--- config.mk ---
export PLATFORM = sky130hd
export DESIGN_NAME = apmu_rf_ctx_seq
export DESIGN_NICKNAME = d
export VERILOG_FILES = /design/src/rtl/apmu_rf_ctx_seq.sv
export SDC_FILE = /design/constraint.sdc
export NUM_CORES = 1
export LEC_CHECK = 0
export ABC_AREA = 1
export BUFFER_PORTS_ARGS = -buffer_cell sky130_fd_sc_hd__buf_2
export CAP_MARGIN = 20
export CORE_MARGIN = 8
export CORE_UTILIZATION = 30
export CTS_CLUSTER_DIAMETER = 80
export DETAILED_ROUTE_END_ITERATION = 10
export PLACE_DENSITY_LB_ADDON = 0.08
export SETUP_SLACK_MARGIN = 0.4
export SLEW_MARGIN = 20
export SYNTH_ARGS = -nofsm -noshare
export SYNTH_HDL_FRONTEND = slang
export SYNTH_SLANG_ARGS = --single-unit
--- constraint.sdc ---
create_clock -name clk_i -period 4.28 [get_ports clk_i]
set_input_delay 0.856 -clock clk_i [delete_from_list [all_inputs] [get_ports clk_i]]
set_output_delay 0.856 -clock clk_i [all_outputs]
set_load 0.05 [all_outputs]
--- src/rtl/apmu_rf_ctx_seq.sv ---
// -----------------------------------------------------------------------------
// apmu_rf_ctx_seq
//
// Context save/restore sequencer that sits between the core and the
// latch-based integer register file. When idle, the core read and write
// ports pass straight through. On a request, the sequencer stalls the core and
// takes over the register file. It then does one of two things:
//   - SAVE: streams x1..xLAST out over a valid/ready port.
//   - RESTORE: writes x1..xLAST from a valid/ready input stream.
//
// Optional build macro:
//   APMU_RF_CTX_CSUM_EN - adds ctx_csum_o, the running XOR of every word
//                         handshaken during the last SAVE or RESTORE.
//
// Parameters:
//   RV32E     - 1: 16-entry file (x1..x15), 0: 32-entry file (x1..x31)
//   DataWidth - register word width
//
// Ports:
//   clk_i, rst_ni               clock, asynchronous active-low reset
//   save_req_i, restore_req_i   level requests, sampled in IDLE only
//   busy_o, done_o              not-idle flag, one-cycle completion pulse
//   core_stall_o                core must hold its pipeline
//   core_* (inputs)             core register file port
//   rf_* (outputs), rf_rdata_a_i  register file port (read data is comb.)
//   save_valid_o/ready_i/data_o/idx_o  save stream (source)
//   rest_valid_i/ready_o/data_i        restore stream (sink)
//   ctx_csum_o                  XOR checksum (APMU_RF_CTX_CSUM_EN only)
// -----------------------------------------------------------------------------
module apmu_rf_ctx_seq #(
  parameter int unsigned RV32E     = 0,
  parameter int unsigned DataWidth = 32
) (
  input  logic                 clk_i,
  input  logic                 rst_ni,
  input  logic                 save_req_i,
  input  logic                 restore_req_i,
  output logic                 busy_o,
  output logic                 done_o,
  output logic                 core_stall_o,
  input  logic [4:0]           core_raddr_a_i,
  input  logic [4:0]           core_raddr_b_i,
  input  logic [4:0]           core_waddr_i,
  input  logic [DataWidth-1:0] core_wdata_i,
  input  logic                 core_we_i,
  output logic [4:0]           rf_raddr_a_o,
  output logic [4:0]           rf_raddr_b_o,
  input  logic [DataWidth-1:0] rf_rdata_a_i,
  output logic [4:0]           rf_waddr_o,
  output logic [DataWidth-1:0] rf_wdata_o,
  output logic                 rf_we_o,
  output logic                 save_valid_o,
  input  logic                 save_ready_i,
  output logic [DataWidth-1:0] save_data_o,
  output logic [4:0]           save_idx_o,
  input  logic                 rest_valid_i,
  output logic                 rest_ready_o,
  input  logic [DataWidth-1:0] rest_data_i
`ifdef APMU_RF_CTX_CSUM_EN
  ,
  output logic [DataWidth-1:0] ctx_csum_o
`endif
);

  localparam logic [4:0] LAST = (RV32E != 0) ? 5'd15 : 5'd31;

  typedef enum logic [2:0] {
    IDLE,
    DRAIN,
    SAVE,
    RESTORE,
    FLUSH
  } state_e;

  state_e     state_q;
  logic [4:0] idx_q;
  logic       done_q;

  logic save_hs;
  logic rest_hs;

  assign save_hs = (state_q == SAVE) && save_ready_i;
  assign rest_hs = (state_q == RESTORE) && rest_valid_i;

  // ---- sequencer state: idx always returns to 1 outside an active stream
  always_ff @(posedge clk_i or negedge rst_ni) begin
    if (!rst_ni) begin
      state_q <= IDLE;
      idx_q   <= 5'd1;
      done_q  <= 1'b0;
    end else begin
      done_q <= 1'b0;
      case (state_q)
        IDLE: begin
          idx_q <= 5'd1;
          if (save_req_i) begin
            state_q <= DRAIN;
          end else if (restore_req_i) begin
            state_q <= RESTORE;
          end
        end
        DRAIN: begin
          // Lets a core write from the accept cycle settle in its latch
          // before the first sequencer read.
          idx_q   <= 5'd1;
          state_q <= SAVE;
        end
        SAVE: begin
          if (save_ready_i) begin
            if (idx_q == LAST) begin
              idx_q   <= 5'd1;
              state_q <= IDLE;
              done_q  <= 1'b1;
            end else begin
              idx_q <= idx_q + 5'd1;
            end
          end
        end
        RESTORE: begin
          if (rest_valid_i) begin
            if (idx_q == LAST) begin
              idx_q   <= 5'd1;
              state_q <= FLUSH;
            end else begin
              idx_q <= idx_q + 5'd1;
            end
          end
        end
        FLUSH: begin
          state_q <= IDLE;
          done_q  <= 1'b1;
        end
        default: begin
          state_q <= IDLE;
          idx_q   <= 5'd1;
        end
      endcase
    end
  end

  // ---- register file port mux and stream outputs
  always_comb begin
    busy_o       = (state_q != IDLE);
    done_o       = done_q;
    core_stall_o = 1'b1;
    rf_raddr_a_o = 5'd0;
    rf_raddr_b_o = 5'd0;
    rf_waddr_o   = 5'd0;
    rf_wdata_o   = '0;
    rf_we_o      = 1'b0;
    save_valid_o = 1'b0;
    save_data_o  = '0;
    save_idx_o   = idx_q;
    rest_ready_o = 1'b0;
    case (state_q)
      IDLE: begin
        core_stall_o = save_req_i | restore_req_i;
        rf_raddr_a_o = core_raddr_a_i;
        rf_raddr_b_o = core_raddr_b_i;
        rf_waddr_o   = core_waddr_i;
        rf_wdata_o   = core_wdata_i;
        rf_we_o      = core_we_i;
      end
      SAVE: begin
        rf_raddr_a_o = idx_q;
        save_valid_o = 1'b1;
        save_data_o  = rf_rdata_a_i;
      end
      RESTORE: begin
        rest_ready_o = 1'b1;
        rf_we_o      = rest_valid_i;
        rf_waddr_o   = idx_q;
        rf_wdata_o   = rest_data_i;
      end
      default: begin
      end
    endcase
  end

`ifdef APMU_RF_CTX_CSUM_EN
  // ---- checksum: cleared when an operation is accepted, held in IDLE
  always_ff @(posedge clk_i or negedge rst_ni) begin
    if (!rst_ni) begin
      ctx_csum_o <= '0;
    end else if ((state_q == IDLE) && (save_req_i || restore_req_i)) begin
      ctx_csum_o <= '0;
    end else if (save_hs) begin
      ctx_csum_o <= ctx_csum_o ^ rf_rdata_a_i;
    end else if (rest_hs) begin
      ctx_csum_o <= ctx_csum_o ^ rest_data_i;
    end
  end
`else
  logic unused_hs;
  assign unused_hs = save_hs ^ rest_hs;
`endif

endmodule
==> impl_results.md, run 1 <==
* CTS H-tree depth at 1
* Post-detailed-route via-to-cell ratio at between 4 and 5
* Yosys reg bits at 9
* Pre-antenna DRT Iters at 4
* Slew Limit Headroom at between 50% and 60%
* Synth warn at 0
* Core Rows at 23
* Top FF cell, synth: dfrtp_1
* Top cells by count, synth: 50 x inv_1, 44 x nor2_1, 32 x a22o_1, 28 x nand2_1, 16 x o21ai_0
* Critical path type: reg2out
* Skew-Pair Late Insertion Delay at roughly 0.25 ns
* Outcome: complete, no violations
* P per Cell Area at slightly above 700 nW/um^2
* Via count at between 2000 and 2500
* Area Overhead vs Synth at 86.4%
* Minimum clock period at between 3 and 4 ns
* RSZ-0062 raised after global routing: false
* Largest net degree at the start of global routing at 45
* Initial DRC Count at 94
* Unique masters post-synth at 22
* Post-Synthesis Cells at ~210
* VDD IR-drop max at 0.571 mV
* Initial antenna violation count at 0
* Pre-CTS setup slack at approximately 1.4 ns
* FF/Latch Area at between 200 and 250 um^2
* DR WL/cell at 16.4 um
* Vias in the first global route at roughly 1900
* Hold Vio Cnt, Final at 0
* DPL Wire Length at 6.42 mm
* Final Skew at approximately 0.0022 ns
* Most common cell in the netlist: inv_1
* Antenna diodes at 0
* CTS hold repair buffers at 0
* Final RePlAce weighted congestion at 0.872
* Synth top area share at between 20% and 30%
* Final period util at ~72%
* Syn Area/Cell at approximately 6.0 um^2
* Internal power at 0.485 mW
* Die height at between 80 and 90 um
* PortBufs at 207
* CTS tree: built
* Logic pwr share at a little over four fifths
* First-pass GRT wire length at roughly 10 mm
* Net switching power at between 1 and 1.5 mW
* Die area at about 6500 um^2
* Clock power frac at under 10%
* Gr usage total at 20.1%
* Final setup violating endpoints at 0
* Worst Setup Start Kind: flop
* Core ar. at around 4000 um^2
* Power share of the sequential group at under 10%
* Post_cts resized at 0
* Synth top area cells: a22o_1 22%, dfrtp_1 16%, inv_1 15%
* Nets at 530
* Synthesized area at 1250 um^2
* Max Freq at between 300 and 400 MHz
* Critical path fanouts, max at 35
* Area leader, netlist: a22o_1
* EDFF count, synth at 0
* GR Overflow Total at 0
* DRC Markers at 0
* Die X at approximately 81 um
* FILL cells at 410
* Total Wirelength at ~7.5 mm
* Hold Crit Class: in2async
* Final core occ at 58.3%
* Final Max Tran Viols at 0
* Initial Utilization at between 30 and 40%
* Net Sw Frac at 70.8%
* Max clock buf depth at 2
* CTS root buf: clkbuf_8
* Leak at roughly 1.6 nW
* Setup Fix Bufs, Post-CTS at 0
* Max-cap viol count at 0
* Final WS setup at 1.22 ns
* Arr. time, crit path at roughly 2.2 ns
* Num CTS Buffers at 3
* Layout cells sized above 1 at a little over half
* Worst-path clk slew at around 0.050 ns
* Clk sinks at 9
* Register area share after synthesis at roughly 18%
* Least-Margin Pin Slew at 0.732 ns
* Setup_tns at 0 ns
* Area of the multi-input gates at 767 um^2
* Critical Path RT at about 3.4 ns
* Asr flop ratio synth at 100%
* Crit end category: output pin
* Post-Syn Nets at approximately 330
* Num ports at approximately 210
* Count of antenna-violating nets left after detailed routing at 0
[logic make-up after synthesis]
group | share of synthesized area [%]
flip-flops | 18.1
adder cells (fa/ha/maj) | 2.00
AND/OR/NAND/NOR | 27.8
XOR/XNOR | 0.700
AO/OA/AOI/OAI | 30.6
buffers and inverters | 20.8
[power by group through the flow]
stage | logic, mW | clock network [mW] | registers [mW]
3_5_place_dp | 1.42 | 0 | 0.144
5_1_grt | 1.48 | 0.111 | 0.148
3_3_place_gp | 1.42 | 0 | 0.143
4_1_cts | 1.42 | 0.107 | 0.143
2_1_floorplan | 1.03 | 0 | 0.209
6_report | 1.41 | 0.105 | 0.143
[cell usage in the layout, fill, tap and decap left out]
master and n:
nand4_1 2, clkbuf_1 1, nor2_2 1, a22o_1 32, nor2_4 1, dfstp_2 1
dfrtp_1 8, nand2_1 27, xor2_1 1, or2_2 1, nand2_4 1, ha_1 2
clkbuf_8 3, nand3_1 4, nor2_1 44, buf_2 207, inv_2 2, nand2_2 1
o21ai_0 16, a21boi_1 1, nand3_2 1, o211ai_1 1, o31ai_1 1, inv_1 50
[worst max-delay path, cell delays in order (launching register included)]
cell	delay, ns
dfrtp_1	0.43
nand2_1	0.12
nor2_4	0.58
inv_1	0.30
o21ai_0	0.22
buf_2	0.30
[per-stage QoR]
stage	area, um^2	hold WS [ns]	cells	total power, mW
6_report	2330	0.452	459	1.66
5_1_grt	2330	0.471	459	1.74
4_1_cts	2330	0.458	459	1.67
3_5_place_dp	2280	0.498	455	1.56
3_3_place_gp	2280	0.492	455	1.56
2_1_floorplan	1250	0.530	209	1.24
[final timing paths]
path                       cells after the start          start  slack [ns]             to
max reg2reg                                    5     state_q[1]        2.48  save_idx_o[3]
max                                            5     state_q[1]        1.22  rf_waddr_o[4]
max in group asynchronous                      1         rst_ni        3.58  save_idx_o[0]
min reg2reg                                    2  save_idx_o[3]        0.51  save_idx_o[3]
min                                            1         rst_ni        0.45     state_q[0]
min in group clk_i                             2  save_idx_o[3]        0.51  save_idx_o[3]
[sequential cells by signal, indices dropped and copies added, names as in the netlist]
signal      cells
save_idx_o      5
done_o          1
state_q         3
[per-layer routing]
metal	GRT usage, %	share of wire, %	vias up
li1	-	-	1062
met1	21.0	35	908
met2	38.3	54	86
met3	4.58	8.7	11
met4	6.36	1.7	0
met5	0	0	-
[area by class of cell]
type                       count  area share, %
sequential                     9           9.71
inverter                      52           8.37
multi-input combinational    137           32.9
timing repair buffer         207           44.4
tap                           50           2.68
clock buffer                   4           1.93
(Power assumes the default switching activity.)
==> run 2: changes to the inputs <==
--- a/config.mk
+++ b/config.mk
@@ -9,7 +9,7 @@
 export BUFFER_PORTS_ARGS = -buffer_cell sky130_fd_sc_hd__buf_2
 export CAP_MARGIN = 20
 export CORE_MARGIN = 8
-export CORE_UTILIZATION = 30
+export CORE_UTILIZATION = 25
 export CTS_CLUSTER_DIAMETER = 80
 export DETAILED_ROUTE_END_ITERATION = 10
 export PLACE_DENSITY_LB_ADDON = 0.08
==> constraint.sdc (replaced) <==
create_clock -name clk_i -period 2.48 [get_ports clk_i]
set_input_delay 0.496 -clock clk_i [delete_from_list [all_inputs] [get_ports clk_i]]
set_output_delay 0.496 -clock clk_i [all_outputs]
set_load 0.05 [all_outputs]
==> run 2 against run 1 <==
Combinational power up 100%. Die area rose by 16%. Non-clock buffer count rose by 9. Design area increased by 21%. Highest routed layer unchanged. Power increased by 96%. Largest cell class unchanged. Clock-buffer cell count fell by 1. Core utilization up 0.73 points.
==> impl_results.md, run 2 (synthesized netlist as in run 1, its figures left out) <==
* Outcome: complete, no violations
* Max FFs per register at 5
* Minimum clock period at 2.03 ns
* Die height at slightly below 90 um
* DR WL/cell at ~17 um
* Antenna diodes at 0
* Setup_tns at 0 ns
* Final core occ at between 50% and 60%
* FILL cells at about 460
* Layout cells sized above 1 at 58.6%
* Critical path type: reg2out
* RSZ-0062 raised after global routing: false
* Core Rows at 25
* VDD IR-drop max at 0.800 mV
* Leak at ~1.7 nW
* CTS tree: built
* Nets at ~540
* Num ports at 208
* Final RePlAce weighted congestion at around 0.86
* Internal power at 1.14 mW
* Worst-path clk slew at ~0.05 ns
* Net switching power at 2.11 mW
* Num CTS Buffers at 3
* Design Power at 3.25 mW
* Hold Crit Class: in2async
* Critical path fanouts, max at 11
* Slew Limit Headroom at between 70% and 80%
* Initial Utilization at between 20% and 30%
* Initial DRC Count at 63
* Vias in the first global route at 2112
* Final setup violating endpoints at 0
* Core ar. at between 4000 and 5000 um^2
* Final Skew at approximately 0.0012 ns
* Die area at between 7000 and 8000 um^2
* Most common cell after layout, fill and taps aside: buf_2
* CTS root buf: clkbuf_8
* Critical Path RT at between 1.5 and 2 ns
* Hold Vio Cnt, Final at 0
* Area of the multi-input gates at between 800 and 900 um^2
* Least-Margin Pin Slew at 0.316 ns
* Pre-antenna DRT Iters at 4
* Critical path, cell by cell: nor2_4, nand2_4, clkinv_8, clkbuf_16, nand2_1, o21ai_1, buf_4
* Buf+Inv Stages, Crit Path at 3
* Max-cap viol count at 0
* Final period util at 82.0%
* Area Overhead vs Synth at 126%
* FF/Latch Area at between 200 and 250 um^2
* Net Sw Frac at 65.0%
* Gr usage total at between 10% and 20%
* Crit end category: output pin
* Slowest CP cell: dfrtp_2
* Most frequent cells in the layout: 132 x buf_2, 63 x buf_4, 50 x inv_1
* Worst Setup Start Kind: flop
* Clk sinks at 9
* P per Cell Area at 1150 nW/um^2
* Final Max Tran Viols at 0
* Reg-to-Reg End: state_q[0]
* DRC Markers at 0
* Cell total after placement at 475
* Worst Setup EP: rf_waddr_o[2]
* FF-to-FF setup slack at approximately 0.79 ns
* Skew-Pair Late Insertion Delay at between 0.2 and 0.25 ns
* Finished Layout Cells at 485
* Via count at about 2200
* Total Wirelength at 8.35 mm
* Arr. time, crit path at about 1.5 ns
* Die X at 86.7 um
* Post-detailed-route via-to-cell ratio at 4.46
* Stages on worst setup path at 7
* Worst r2r src: save_idx_o[0]
* Max clock buf depth at 2
* Top delay family on crit path: buffers and inverters
* PortBufs at 207
* CTS H-tree depth at 1
* Crit path from: state_q[0]
* GR Overflow Total at 0
* Initial antenna violation count at 0
* Clock power frac at under 10%
* Logic pwr share at between 80% and 90%
* CTS hold repair buffers at 0
* R2r worst-path depth at 10
* Count of antenna-violating nets left after detailed routing at 0
* Max Freq at about 490 MHz
* DPL Wire Length at 6.63 mm
* Critical Path Max Stage Delay at 0.45 ns
* Largest net degree at the start of global routing at 36
* Power share of the sequential group at approximately 8%
* First-pass GRT wire length at 11.6 mm
## run 2: cell count changes in the layout (fill, tap and decap cells not counted), moves of 2 or more
cell       delta
nor2_2        +9
buf_4        +63
clkbuf_16     +3
o21ai_1       +6
o21ai_0       -9
nor2_1       -10
dfrtp_1       -3
buf_2        -75
dfrtp_2       +3
buf_6        +14
buf_12        +2
o21ai_2       +3
## run 2: worst min path at each step
| stage | start | to | slack (ns) |
|---|---|---|---|
| floorplan | rst_ni | done_o | 0.20 |
| global placement | rst_ni | save_idx_o[1] | 0.36 |
| detailed placement | rst_ni | save_idx_o[1] | 0.36 |
| CTS | rst_ni | save_idx_o[3] | 0.1 |
| global route | rst_ni | save_idx_o[1] | 0.10 |
| finish | rst_ni | save_idx_o[3] | 0.1 |
## run 2: worst register-to-register path, delay by kind of cell, from the launching register on
kind          cells  cell delay, ns
flops             1            0.56
buf+inv           2            0.14
fa+ha+maj         2            0.31
simple gates      6            0.62
## run 2: per-stage QoR
stage | worst slack (ns) | area [um^2] | hold slack [ns]
3_5_place_dp | 0.520 | 2370 | 0.360
4_1_cts | 0.389 | 2700 | 0.0999
5_1_grt | 0.340 | 2830 | 0.104
2_1_floorplan | 0.0669 | 1280 | 0.200
3_3_place_gp | 0.497 | 2370 | 0.363
6_report | 0.447 | 2830 | 0.0974
## run 2: layout make-up
type / count / area share, %
multi-input combinational: 137 / 28.6
clock buffer: 3 / 1.46
tap: 67 / 2.97
timing repair buffer: 216 / 51.3
clock inverter: 1 / 0.177
sequential: 9 / 8.15
inverter: 52 / 7.35
## run 2: per-layer routing
metal | share of wire [%] | global-route usage, %
met5 | 0 | 0
met4 | 1.4 | 4.69
met3 | 7.4 | 4.54
met2 | 56 | 39.7
met1 | 35 | 19.0
## run 2: power groups by stage
| stage | clock [mW] | combinational (mW) | sequential [mW] |
|---|---|---|---|
| 2_1_floorplan | 0 | 1.82 | 0.361 |
| 3_3_place_gp | 0 | 2.50 | 0.253 |
| 5_1_grt | 0.192 | 2.95 | 0.267 |
| 4_1_cts | 0.181 | 2.79 | 0.255 |
| 6_report | 0.177 | 2.82 | 0.261 |
| 3_5_place_dp | 0 | 2.50 | 0.253 |
## run 2: timing repair
action	CTS	global route
buffers inserted	0	2
setup endpoints to repair	76	70
cloned	1	3
pin swaps	0	2
gates resized for setup	96	12
